$ cat src/rtl/muls_x3y3_seq.sv
// -----------------------------------------------------------------------------
// muls_x3y3_seq
//
// Sequential signed 3x3-bit multiplier behind an 8-bit packed pin interface.
// A free-running five-state FSM (LOAD, B0, B1, B2, DONE) captures the
// operands, accumulates the partial products one multiplier bit per cycle
// and publishes the product together with a one-cycle ready pulse.
//
// Ports:
//   io_in[0]    clk  : single clock, rising-edge active
//   io_in[1]    rst  : asynchronous, active-high reset
//   io_in[4:2]  x    : multiplicand, two's complement
//   io_in[7:5]  y    : multiplier, two's complement
//   io_out[5:0] p    : product register, two's complement
//   io_out[6]   s    : product sign (always equals p[5])
//   io_out[7]   rdy  : result-valid pulse, high only while in DONE
// -----------------------------------------------------------------------------
module muls_x3y3_seq #(
   parameter int X_WIDTH = 3,
   parameter int Y_WIDTH = 3,
   parameter int P_WIDTH = 6
) (
   input  logic [7:0] io_in,
   output logic [7:0] io_out
);

   typedef enum logic [2:0] {
      ST_LOAD = 3'd0,
      ST_B0   = 3'd1,
      ST_B1   = 3'd2,
      ST_B2   = 3'd3,
      ST_DONE = 3'd4
   } state_t;

   // Ripple-carry adder built from full-adder cells. The carry out of the
   // top bit is discarded: all arithmetic is modulo 2^6.
   function automatic logic [5:0] add6(input logic [5:0] a,
                                       input logic [5:0] b,
                                       input logic       cin);
      logic [5:0] sum;
      logic       carry;
      sum   = 6'd0;
      carry = cin;
      for (int i = 0; i < 5; i++) begin
         sum[i] = a[i] ^ b[i] ^ carry;
         carry  = (a[i] & b[i]) | (carry & (a[i] ^ b[i]));
      end
      sum[5] = a[5] ^ b[5] ^ carry;
      return sum;
   endfunction

   logic                 clk_s;
   logic                 rst_s;
   logic [X_WIDTH-1:0]   x_in_s;
   logic [Y_WIDTH-1:0]   y_in_s;

   state_t               state_q, state_d;
   logic [X_WIDTH-1:0]   x_q, x_d;
   logic [Y_WIDTH-1:0]   y_q, y_d;
   logic [P_WIDTH-1:0]   acc_q, acc_d;
   logic [P_WIDTH-1:0]   p_q, p_d;
   logic                 s_q, s_d;
   logic                 rdy_q, rdy_d;

   logic [P_WIDTH-1:0]   sx_s;
   logic [P_WIDTH-1:0]   sx_sh1_s;
   logic [P_WIDTH-1:0]   sx_sh2_s;
   logic [P_WIDTH-1:0]   fin_s;

   assign clk_s  = io_in[0];
   assign rst_s  = io_in[1];
   assign x_in_s = io_in[4:2];
   assign y_in_s = io_in[7:5];

   // Sign-extended multiplicand and its weighted copies for bits 1 and 2.
   assign sx_s     = {{3{x_q[2]}}, x_q};
   assign sx_sh1_s = {sx_s[4:0], 1'b0};
   assign sx_sh2_s = {sx_s[3:0], 2'b00};

   // Next-state and datapath logic for the free-running multiply sequence.
   always_comb begin
      state_d = state_q;
      x_d     = x_q;
      y_d     = y_q;
      acc_d   = acc_q;
      p_d     = p_q;
      s_d     = s_q;
      rdy_d   = rdy_q;
      fin_s   = acc_q;
      case (state_q)
         ST_LOAD: begin
            x_d     = x_in_s;
            y_d     = y_in_s;
            acc_d   = 6'd0;
            rdy_d   = 1'b0;
            state_d = ST_B0;
         end
         ST_B0: begin
            if (y_q[0]) begin
               acc_d = add6(acc_q, sx_s, 1'b0);
            end else begin
               acc_d = acc_q;
            end
            state_d = ST_B1;
         end
         ST_B1: begin
            if (y_q[1]) begin
               acc_d = add6(acc_q, sx_sh1_s, 1'b0);
            end else begin
               acc_d = acc_q;
            end
            state_d = ST_B2;
         end
         ST_B2: begin
            // The multiplier MSB has weight -4: subtract via inverted
            // operand with carry-in 1.
            if (y_q[2]) begin
               fin_s = add6(acc_q, ~sx_sh2_s, 1'b1);
            end else begin
               fin_s = acc_q;
            end
            acc_d   = fin_s;
            p_d     = fin_s;
            s_d     = fin_s[5];
            rdy_d   = 1'b1;
            state_d = ST_DONE;
         end
         ST_DONE: begin
            rdy_d   = 1'b0;
            state_d = ST_LOAD;
         end
         default: begin
            acc_d   = 6'd0;
            rdy_d   = 1'b0;
            state_d = ST_LOAD;
         end
      endcase
   end

   // State, operand, accumulator and output registers.
   always_ff @(posedge clk_s or posedge rst_s) begin
      if (rst_s) begin
         state_q <= ST_LOAD;
         x_q     <= 3'd0;
         y_q     <= 3'd0;
         acc_q   <= 6'd0;
         p_q     <= 6'd0;
         s_q     <= 1'b0;
         rdy_q   <= 1'b0;
      end else begin
         state_q <= state_d;
         x_q     <= x_d;
         y_q     <= y_d;
         acc_q   <= acc_d;
         p_q     <= p_d;
         s_q     <= s_d;
         rdy_q   <= rdy_d;
      end
   end

   assign io_out = {rdy_q, s_q, p_q};

endmodule

$ cat config.mk
export PLATFORM = sky130hd
export DESIGN_NAME = muls_x3y3_seq
export DESIGN_NICKNAME = d
export VERILOG_FILES = /design/src/rtl/muls_x3y3_seq.sv
export SDC_FILE = /design/constraint.sdc
export NUM_CORES = 1
export LEC_CHECK = 0
export CORE_MARGIN = 8
export CORE_UTILIZATION = 50
export CTS_CLUSTER_DIAMETER = 60
export DETAILED_ROUTE_END_ITERATION = 16
export GPL_ROUTABILITY_DRIVEN = 1
export PLACE_DENSITY_LB_ADDON = 0.2
export SYNTH_ARGS = -nofsm -noshare
export SYNTH_HDL_FRONTEND = slang
export SYNTH_SLANG_ARGS = --single-unit
export TNS_END_PERCENT = 50
$ cat constraint.sdc
create_clock -name io_in -period 3 [get_ports io_in]
set_input_delay 0.6 -clock io_in [delete_from_list [all_inputs] [get_ports io_in]]
set_output_delay 0.6 -clock io_in [all_outputs]
set_load 0.01 [all_outputs]
* Word-level counts from Yosys, hierarchy flattened
Index checks and enable logic that the tools add are counted.
W data, S select, Z words.
** Operators by class
- Reduce and logical (&&, ||, !) cells :: 4
- Shifts and indexed selects :: 0
- Div/mod/pow operators :: 0
- Eq/ne operators :: 6
- Multiplexer cells :: 6
- Add/subtract/negate cells :: 0
- $mul :: 0
- Bitwise operators :: 67
- $lt $le $gt $ge :: 0
** Operator list (count)
- $xor A1 B1 Y1 :: 28
- $pmux W6 S4 :: 1
- $and A1 B1 Y1 :: 23
- $mux W6 :: 3
- $or A1 B1 Y1 :: 12
- $pmux W3 S4 :: 1
- $eq A3 B2 Y1 const B :: 2
- $not A6 Y6 :: 1
- $reduce_and A3 Y1 :: 2
- $ne A2 B2 Y1 const B :: 2
- $eq A3 B1 Y1 const B :: 1
- $eq A3 B3 Y1 const B :: 1
- $logic_not A3 Y1 :: 1
- $not A1 Y1 :: 3
- $pmux W1 S2 :: 1
- $reduce_or A2 Y1 :: 1
** Storage, ports and cells
- Bits in latches :: 0
- Bits in writable memories :: 0
- Memories :: 0
- Register bits :: 23
- Bits in read-only memories :: 0
- Output and inout port bits :: 8

* Depth between registers and ports, before layout
Gate-level depths: netlist of the first run.
- Word-level depth :: 14
- Mapped depth :: 12

* Worst setup path after synthesis of the first run
No wires, ideal clock.
- Kind :: reg2reg
- From :: register x_q[0]
- To :: register acc_q[5]
- Cell stages (with the launch flop) :: 13
- Setup slack :: 425 ps
- Buffers on the path :: 0
- Arrival time :: 2447 ps
- Required time :: 2872 ps
- Setup time :: 128 ps
- Cell sequence :: dfrtp_1 ha_1 inv_1 fa_1 inv_1 fa_1 mux2i_1 fa_1 fa_1 xor2_1 xnor2_1 a32oi_1 o21ai_1
** On the way
- Cells in the longest elaborated chain, start to end :: 12
- Elaborated cells on any way between the ends :: 32
- Those cells by class :: 4 x mux; 28 x bitwise
** RTL lines
- start: declaration :: line 58 : logic [X_WIDTH-1:0] x_q, x_d;
- start signal: assignment :: line 144 : x_q <= 3'd0;
- start signal: assignment :: line 152 : x_q <= x_d;
- $and A1 B1 Y1 (2 in a row) :: line 46 : carry = (a[i] & b[i]) | (carry & (a[i] ^ b[i]));
- $or A1 B1 Y1 :: line 46
- $and A1 B1 Y1 :: line 46
- $or A1 B1 Y1 :: line 46
- $and A1 B1 Y1 :: line 46
- $or A1 B1 Y1 :: line 46
- $and A1 B1 Y1 :: line 46
- $or A1 B1 Y1 :: line 46
- $xor A1 B1 Y1 :: line 48 : sum[5] = a[5] ^ b[5] ^ carry;
- $mux W6 :: line 99 : if (y_q[0]) begin
- $pmux W6 S4 (*) :: line 90 : case (state_q)
- end signal: assignment :: line 146 : acc_q <= 6'd0;
- end signal: assignment :: line 154 : acc_q <= acc_d;
- end: declaration :: line 60 : logic [P_WIDTH-1:0] acc_q, acc_d;
Mark *: on every way between the ends. The rest lies on a longest branch, timed or not. The select of a mux whose other input is x is not followed.
A chain may end at the register's enable or synchronous reset.

* Worst setup path in the final report of the first run
- From :: register acc_q[0]
- To :: register acc_q[5]
** On the way
- Cells in the longest elaborated chain, start to end :: 13
- Elaborated cells on any way between the ends :: 25
- Those cells by class :: 3 x mux; 22 x bitwise
** RTL lines
- $and A1 B1 Y1 / $xor A1 B1 Y1 (equally long branches) :: line 46
- $or A1 B1 Y1 :: line 46
- $and A1 B1 Y1 :: line 46
- $or A1 B1 Y1 :: line 46
- $and A1 B1 Y1 :: line 46
- $or A1 B1 Y1 :: line 46
- $and A1 B1 Y1 :: line 46
- $or A1 B1 Y1 :: line 46
- $and A1 B1 Y1 :: line 46
- $or A1 B1 Y1 :: line 46
- $xor A1 B1 Y1 :: line 48
- $mux W6 :: line 117 : if (y_q[2]) begin
- $pmux W6 S4 (*) :: line 90
Marks and branches as above.

==> impl_results.html, run 1 <==
<table>
<tr><th>Metric</th><th>Value</th></tr>
<tr><th colspan="2">Die</th></tr>
<tr><td>Initial Util</td><td>52.2%</td></tr>
<tr><td>Chip Width</td><td>66.4 µm</td></tr>
<tr><td># IOs</td><td>16</td></tr>
<tr><td>Core area</td><td>0.00243 mm²</td></tr>
<tr><td>Height of the chip</td><td>66.4 µm</td></tr>
<tr><td>Num rows</td><td>18</td></tr>
<tr><td>Die Outline Area</td><td>0.00440 mm²</td></tr>
<tr><th colspan="2">Global route</th></tr>
<tr><td>Wire length of the first global-routing pass</td><td>4160 µm</td></tr>
<tr><td>Via count of the first global-routing pass</td><td>1094</td></tr>
<tr><td>Largest net degree at the start of global routing</td><td>18</td></tr>
<tr><td>Antenna violations before repair</td><td>0</td></tr>
<tr><td>GRT Resource Usage Total</td><td>12.9%</td></tr>
<tr><td>Overflow left after global routing</td><td>0</td></tr>
<tr><th colspan="2">Synth</th></tr>
<tr><td>Synth Instances</td><td>118</td></tr>
<tr><td>EDFF count, synth</td><td>0</td></tr>
<tr><td>Synth cell types</td><td>32</td></tr>
<tr><td>Synthesized netlist net count</td><td>136</td></tr>
<tr><td>Leading register cell type out of synthesis</td><td>dfrtp_1</td></tr>
<tr><td>Async SR Flop Fraction</td><td>100%</td></tr>
<tr><td>Average size of a mapped cell</td><td>10.8 µm²</td></tr>
<tr><td>Cell area after synthesis</td><td>0.00127 mm²</td></tr>
<tr><td>Flops &amp; latches, synth</td><td>22</td></tr>
<tr><td>Sequential fraction of the synthesis area</td><td>43.4%</td></tr>
<tr><td>Yosys warning total</td><td>0</td></tr>
<tr><th colspan="2">Critical path</th></tr>
<tr><td>Worst path required time</td><td>3200 ps</td></tr>
<tr><td>Data arrival time at the worst-slack endpoint</td><td>2960 ps</td></tr>
<tr><td>Nature of the critical path endpoint</td><td>flip-flop</td></tr>
<tr><td>Type of element launching the critical path</td><td>flip-flop</td></tr>
<tr><td>Kind of critical path</td><td>reg2reg</td></tr>
<tr><td>Maximum fanout encountered on the critical timing path</td><td>3</td></tr>
<tr><th colspan="2">Routing</th></tr>
<tr><td>Count of TritonRoute iterations in the first routing pass</td><td>4</td></tr>
<tr><td>Overall routed net length</td><td>2380 µm</td></tr>
<tr><td>Drc violations</td><td>0</td></tr>
<tr><td>Number of design-rule violations left by the first detailed-router iteration</td><td>35</td></tr>
<tr><td>Post-DR wirelength/cell</td><td>13.3 µm</td></tr>
<tr><td>Via count</td><td>931</td></tr>
<tr><td>Antenna-violating nets left</td><td>0</td></tr>
<tr><td>Vias per inst</td><td>5.23</td></tr>
<tr><th colspan="2">STA</th></tr>
<tr><td>Setup repair after global routing missed its margin</td><td>false</td></tr>
<tr><td>Worst Clk Skew</td><td>2.14 ps</td></tr>
<tr><td>Min Tclk post-route</td><td>2760 ps</td></tr>
<tr><td>Minimum hold slack</td><td>-192 ps</td></tr>
<tr><td>Number of max-slew violations in the final report</td><td>0</td></tr>
<tr><td>Measured slew at the worst slew-check pin</td><td>495 ps</td></tr>
<tr><td>Final hold viol count</td><td>6</td></tr>
<tr><td>Worst rel slew slack</td><td>66.9%</td></tr>
<tr><td>F_max</td><td>362 MHz</td></tr>
<tr><td>Fin Setup TNS</td><td>0 ps</td></tr>
<tr><td>Period Utilization, post-route</td><td>92.0%</td></tr>
<tr><td>Crit path setup slack, layout</td><td>240 ps</td></tr>
<tr><td>Setup-failing EPs final</td><td>0</td></tr>
<tr><th colspan="2">Pwr</th></tr>
<tr><td>Internal power component</td><td>0.437 mW</td></tr>
<tr><td>PD cells</td><td>506 mW/mm²</td></tr>
<tr><td>Leakage power total</td><td>0.700 nW</td></tr>
<tr><td>Switching Power</td><td>0.306 mW</td></tr>
<tr><td>Switching fraction of total power</td><td>41.2%</td></tr>
<tr><td>IR Drop Worst-Case VDD</td><td>0.000320 V</td></tr>
<tr><td>Clk pwr share</td><td>59.6%</td></tr>
<tr><td>Portion of total power attributed to combinational logic</td><td>0%</td></tr>
<tr><td>Sequential power share</td><td>40.4%</td></tr>
<tr><th colspan="2">Finish</th></tr>
<tr><td>Antenna diode count</td><td>0</td></tr>
<tr><td>Final nets</td><td>167</td></tr>
<tr><td>Final std cells w/o fill</td><td>178</td></tr>
<tr><td>Final core utilization</td><td>60.4%</td></tr>
<tr><td>Synthesis-to-layout area growth</td><td>15.8%</td></tr>
<tr><td>Final-layout fill cell count</td><td>228</td></tr>
<tr><td>Fraction of final layout cells sized beyond drive strength 1</td><td>12.8%</td></tr>
<tr><th colspan="2">CTS</th></tr>
<tr><td>Clock edge transition at the registers on the reported setup and hold paths</td><td>110 ps</td></tr>
<tr><td>Total setup buffers inserted after CTS</td><td>0</td></tr>
<tr><td>CTS resizes</td><td>0</td></tr>
<tr><td>Number of buffers inserted by hold repair at cts</td><td>0</td></tr>
<tr><td>TritonCTS clock tree</td><td>yes</td></tr>
<tr><td>Insertion delay of the later-clocked pin in the worst-skew pair</td><td>300 ps</td></tr>
<tr><th colspan="2">Run</th></tr>
<tr><td>Total of max-cap violations</td><td>0</td></tr>
<tr><th colspan="2">Placement</th></tr>
<tr><td>Pre-CTS setup slack</td><td>237 ps</td></tr>
<tr><td>Number of cells after detailed placement</td><td>148</td></tr>
<tr><td>Placed wire-length estimate</td><td>1660 µm</td></tr>
<tr><td>Final weighted congestion in routability-driven placement</td><td>0.820</td></tr>
<tr><td>Port-buffer cells</td><td>8</td></tr>
<tr><th colspan="2">Run status</th></tr>
<tr><td>Violations in the final reports</td><td>negative hold slack</td></tr>
<tr><td>Result of the run</td><td>finished with violations</td></tr>
<tr><th colspan="2">Worst hold path</th></tr>
<tr><td>Hold Path Class</td><td>clk2reg</td></tr>
</table>
-- flip-flops by register name, indices dropped and copies added, names as in the netlist --
| signal | cells |
|---|---|
| acc_q | 6 |
| p_q | 6 |
| state_q | 3 |
| x_q | 3 |
| y_q | 3 |
| rdy_q | 1 |
-- routing by layer --
metal	vias to the layer above	global-route usage [%]	part of all wire (%)
li1	448	-	-
met1	451	12.7	44
met3	6	10.8	9.6
met2	26	14.8	45
met4	0	14.7	1.7
met5	-	0	0
-- worst max-delay path, stage by stage, from the launching register on --
cell	delay (ps)
dfrtp_1	400
ha_1	170
inv_1	50
fa_1	350
inv_1	80
fa_1	160
mux2i_1	90
fa_1	400
fa_1	380
xor2_1	170
xnor2_1	140
a32oi_1	200
o21ai_1	80
-- worst paths after layout --
check | from | to | slack [ps] | cells past startpoint
setup / recovery | acc_q[0] | acc_q[5] | 240 | 12
hold / removal | io_in[3] | x_q[1] | -190 | 2
setup reg to reg | acc_q[0] | acc_q[5] | 240 | 12
hold reg to reg | p_q[3] | p_q[3] | 490 | 2
max in group asynchronous | io_in[1] | x_q[0] | 1660 | 3
min in group asynchronous | io_in[1] | p_q[3] | 1230 | 3
-- through the flow --
step / power, mW / hold WS (ps) / area [µm²]
floorplan: 0.417 / 117 / 1270
finish: 0.743 / -192 / 1470
global placement: 0.417 / 117 / 1330
detailed placement: 0.417 / 117 / 1330
global route: 0.840 / -202 / 1470
CTS: 0.777 / -196 / 1450
-- cell type report --
class	instances	area [µm²]	area share (%)
Inverter	14	52.6	3.58
Clock buffer	6	45.0	3.07
Sequential cell	22	551	37.5
Tap cell	30	37.5	2.56
Timing Repair Buffer	10	95.1	6.47
Clock inverter	23	87.6	5.96
Multi-Input combinational cell	73	601	40.9
-- cell families after synthesis --
group	after synthesis	share of synthesized area (%)
DFF	22	43.4
adders and majority gates	10	14.0
xor gates and xnor gates	4	2.76
and+or+nand+nor	26	10.4
buffers and inverters	23	9.27
AOI/OAI and AO/OA	26	14.3
muxes	7	5.92
-- power groups by stage --
stage / sequential (mW) / combinational [mW] / clock (mW)
6_report: 0.301 / 0.000000223 / 0.443
3_3_place_gp: 0.309 / 0.000000212 / 0.108
3_5_place_dp: 0.309 / 0.000000212 / 0.108
4_1_cts: 0.300 / 0.000000212 / 0.477
5_1_grt: 0.301 / 0.000000223 / 0.539
2_1_floorplan: 0.309 / 0.000000226 / 0.108
-- synth_stat cells (2+ instances only) --
| library cell | count | area, µm² |
|---|---|---|
| ha_1 | 3 | 37.5 |
| xor2_1 | 2 | 17.5 |
| a22o_1 | 3 | 26.3 |
| xnor2_1 | 2 | 17.5 |
| buf_4 | 4 | 30.0 |
| o21ai_1 | 5 | 25.0 |
| o22ai_1 | 5 | 31.3 |
| fa_1 | 7 | 140 |
| mux2i_1 | 3 | 30.0 |
| mux2_2 | 4 | 45.0 |
| nand2_1 | 18 | 67.6 |
| buf_6 | 2 | 22.5 |
| inv_1 | 14 | 52.6 |
| o21ai_0 | 7 | 35.0 |
| dfrtp_1 | 22 | 551 |
-- layout by cell type, fill, tap and decap left out, types with 2 or more instances in the layout --
cell and n:
nand2_1 18, xnor2_1 2, clkdlybuf4s50_1 8, inv_1 35, o21ai_0 7, mux2_2 4, o22ai_1 5, a22o_1 3
clkbuf_4 6, xor2_1 2, mux2i_1 3, fa_1 7, ha_1 3, dfrtp_1 22, buf_4 2, o21ai_1 5
No activity file was read; power rests on OpenSTA's default activity.
==> run 2, diff against run 1 <==
--- a/config.mk
+++ b/config.mk
@@ -7,7 +7,8 @@
 export LEC_CHECK = 0
 export CORE_MARGIN = 8
 export CORE_UTILIZATION = 50
-export CTS_CLUSTER_DIAMETER = 60
+export CTS_BUF_LIST = sky130_fd_sc_hd__clkbuf_8 sky130_fd_sc_hd__clkbuf_16
+export CTS_CLUSTER_DIAMETER = 50
 export DETAILED_ROUTE_END_ITERATION = 16
 export GPL_ROUTABILITY_DRIVEN = 1
 export PLACE_DENSITY_LB_ADDON = 0.2
==> impl_results.html, run 2 (synthesis results as in run 1) <==
<table>
<tr><th>Metric</th><th>Value</th></tr>
<tr><th colspan="2">Run status</th></tr>
<tr><td>Violations in the final reports</td><td>negative hold slack</td></tr>
<tr><td>Result of the run</td><td>finished with violations</td></tr>
<tr><th colspan="2">Critical path</th></tr>
<tr><td>Type of element launching the critical path</td><td>flip-flop</td></tr>
<tr><td>Worst-case register-to-register setup slack</td><td>200 ps (-40 ps)</td></tr>
<tr><td>RR Startpoint</td><td>x_q[0]</td></tr>
<tr><td>Endpoint of the lowest-slack register-to-register path</td><td>acc_q[5]</td></tr>
<tr><td>Data arrival time at the worst-slack endpoint</td><td>2940 ps (-20 ps)</td></tr>
<tr><td>Nature of the critical path endpoint</td><td>flip-flop</td></tr>
<tr><td>Kind of critical path</td><td>reg2reg</td></tr>
<tr><td>Maximum fanout encountered on the critical timing path</td><td>4 (+1)</td></tr>
<tr><td>Cell count of the worst reg-to-reg path</td><td>12 (unchanged)</td></tr>
<tr><td>Worst path required time</td><td>3140 ps (-60 ps)</td></tr>
<tr><th colspan="2">Global route</th></tr>
<tr><td>Wire length of the first global-routing pass</td><td>4240 µm (+1.8%)</td></tr>
<tr><td>Largest net degree at the start of global routing</td><td>18 (unchanged)</td></tr>
<tr><td>Overflow left after global routing</td><td>0 (unchanged)</td></tr>
<tr><td>Via count of the first global-routing pass</td><td>1092 (-0.18%)</td></tr>
<tr><td>Antenna violations before repair</td><td>0 (unchanged)</td></tr>
<tr><td>GRT Resource Usage Total</td><td>13.0% (+0.14 points)</td></tr>
<tr><th colspan="2">Die</th></tr>
<tr><td># IOs</td><td>16 (unchanged)</td></tr>
<tr><td>Num rows</td><td>18 (unchanged)</td></tr>
<tr><td>Chip Width</td><td>66.4 µm (unchanged)</td></tr>
<tr><td>Initial Util</td><td>52.2% (unchanged)</td></tr>
<tr><td>Die Outline Area</td><td>0.00440 mm² (unchanged)</td></tr>
<tr><td>Height of the chip</td><td>66.4 µm (unchanged)</td></tr>
<tr><td>Core area</td><td>0.00243 mm² (unchanged)</td></tr>
<tr><th colspan="2">Routing</th></tr>
<tr><td>Via count</td><td>928 (-0.32%)</td></tr>
<tr><td>Overall routed net length</td><td>2430 µm (+2.4%)</td></tr>
<tr><td>Number of design-rule violations left by the first detailed-router iteration</td><td>18 (-49%)</td></tr>
<tr><td>Post-DR wirelength/cell</td><td>13.8 µm (+3.5%)</td></tr>
<tr><td>Drc violations</td><td>0 (unchanged)</td></tr>
<tr><td>Routed length on met1</td><td>1000 µm (-3.1%)</td></tr>
<tr><td>Vias per inst</td><td>5.27 (+0.81%)</td></tr>
<tr><td>Antenna-violating nets left</td><td>0 (unchanged)</td></tr>
<tr><td>Metal2 WL</td><td>1140 µm (+6.2%)</td></tr>
<tr><td>Count of TritonRoute iterations in the first routing pass</td><td>4 (unchanged)</td></tr>
<tr><td>Sum of met3 wire segment lengths after detailed routing</td><td>253 µm (+10%)</td></tr>
<tr><td>Top routing layer in use</td><td>met4</td></tr>
<tr><th colspan="2">STA</th></tr>
<tr><td>Setup repair after global routing missed its margin</td><td>false</td></tr>
<tr><td>Final hold viol count</td><td>6 (unchanged)</td></tr>
<tr><td>Minimum hold slack</td><td>-139 ps (+53.1 ps)</td></tr>
<tr><td>Worst Clk Skew</td><td>3.07 ps (+0.933 ps)</td></tr>
<tr><td>Worst rel slew slack</td><td>66.7% (-0.18 points)</td></tr>
<tr><td>Fin Setup TNS</td><td>0 ps (unchanged)</td></tr>
<tr><td>Setup-failing EPs final</td><td>0 (unchanged)</td></tr>
<tr><td>Period Utilization, post-route</td><td>93.2% (+1.2 points)</td></tr>
<tr><td>F_max</td><td>358 MHz (-1.3%)</td></tr>
<tr><td>Number of max-slew violations in the final report</td><td>0 (unchanged)</td></tr>
<tr><td>Measured slew at the worst slew-check pin</td><td>497 ps (+2.76 ps)</td></tr>
<tr><td>Min Tclk post-route</td><td>2800 ps (+36.0 ps)</td></tr>
<tr><th colspan="2">CTS</th></tr>
<tr><td>Number of buffers inserted by hold repair at cts</td><td>0 (unchanged)</td></tr>
<tr><td>CTS resizes</td><td>0 (unchanged)</td></tr>
<tr><td>TritonCTS clock tree</td><td>yes</td></tr>
<tr><td>Total setup buffers inserted after CTS</td><td>0 (unchanged)</td></tr>
<tr><td>Insertion delay of the later-clocked pin in the worst-skew pair</td><td>250 ps (-50 ps)</td></tr>
<tr><td>Clock edge transition at the registers on the reported setup and hold paths</td><td>70 ps (-40 ps)</td></tr>
<tr><th colspan="2">Finish</th></tr>
<tr><td>Post-route design area</td><td>0.00149 mm² (+1.5%)</td></tr>
<tr><td>Most used cells in the layout excluding fill and tap cells</td><td>inv_1, dfrtp_1, nand2_1, clkdlybuf4s50_1</td></tr>
<tr><td>Antenna diode count</td><td>0 (unchanged)</td></tr>
<tr><td>Fraction of final layout cells sized beyond drive strength 1</td><td>11.6% (-1.2 points)</td></tr>
<tr><td>Most common library cell in the layout ignoring fill and taps</td><td>inv_1</td></tr>
<tr><td>Final core utilization</td><td>61.3% (+0.93 points)</td></tr>
<tr><td>Final nets</td><td>165 (-1.2%)</td></tr>
<tr><td>Registers with the most flip-flops</td><td>acc_q: 6 flops, p_q: 6 flops</td></tr>
<tr><td>Synthesis-to-layout area growth</td><td>17.6%</td></tr>
<tr><td>Final-layout fill cell count</td><td>222 (-2.6%)</td></tr>
<tr><th colspan="2">Placement</th></tr>
<tr><td>Final weighted congestion in routability-driven placement</td><td>0.820 (unchanged)</td></tr>
<tr><td>Port-buffer cells</td><td>8 (unchanged)</td></tr>
<tr><td>Area after detailed placement</td><td>0.00133 mm² (unchanged)</td></tr>
<tr><td>Placed wire-length estimate</td><td>1660 µm (unchanged)</td></tr>
<tr><th colspan="2">Worst hold path</th></tr>
<tr><td>Number of instances on the worst hold path</td><td>2 (unchanged)</td></tr>
<tr><td>Hold Path Class</td><td>clk2reg</td></tr>
<tr><td>Endpoint of the worst hold-timing path</td><td>x_q[1]</td></tr>
<tr><td>Launch point of the worst hold path</td><td>io_in[3]</td></tr>
<tr><th colspan="2">Pwr</th></tr>
<tr><td>PD cells</td><td>562 mW/mm² (+11%)</td></tr>
<tr><td>IR Drop Worst-Case VDD</td><td>0.000339 V (+5.9%)</td></tr>
<tr><td>Leakage power total</td><td>0.704 nW (+0.66%)</td></tr>
<tr><th colspan="2">Run</th></tr>
<tr><td>Total of max-cap violations</td><td>0 (unchanged)</td></tr>
</table>
[run 2: final cells by class]
type                       count  area (µm²)  area share (%)
clock buffer                   6        82.6            5.54
clock inverter                23        87.6            5.87
inverter                      14        52.6            3.52
multi-input combinational     73         601            40.3
sequential                    22         551            36.9
tap                           30        37.5            2.52
timing repair buffer           8        80.1            5.37
[run 2: layer usage]
layer	up-vias	GRT usage [%]
met4	0	13.3
met2	31	16.6
li1	444	-
met5	-	0
met3	6	9.83
met1	447	12.8
[run 2: worst max path at each step]
stage	startpoint	cells after the start	end	slack [ps]
2_1_floorplan	x_q[0]	12	acc_q[5]	420
3_3_place_gp	x_q[0]	12	acc_q[5]	320
4_1_cts	x_q[0]	12	acc_q[5]	230
3_5_place_dp	x_q[0]	12	acc_q[5]	240
6_report	x_q[0]	12	acc_q[5]	200
5_1_grt	x_q[0]	12	acc_q[5]	20
[run 2: worst max-delay path, stage by stage (launching register included)]
cell and delay [ps]:
dfrtp_1 410, ha_1 180, inv_1 50, fa_1 350
inv_1 80, fa_1 160, mux2i_1 90, fa_1 400
fa_1 390, xor2_1 160, xnor2_1 140, a32oi_1 200
o21ai_1 80
[run 2: stage by stage]
stage | hold WS (ps) | power (mW) | instances | worst slack, ps
after global placement | 117 | 0.417 | 148 | 318
after floorplan | 117 | 0.417 | 118 | 425
after CTS | -137 | 0.868 | 176 | 226
final | -139 | 0.839 | 176 | 204
after global routing | -135 | 0.927 | 176 | 18.1
after detailed placement | 117 | 0.417 | 148 | 237
[run 2: where the power goes]
part           internal [mW]  switching (mW)  leakage, nW
Clock                  0.223           0.315        0.183
Combinational              0               0        0.212
Sequential             0.301               0        0.309
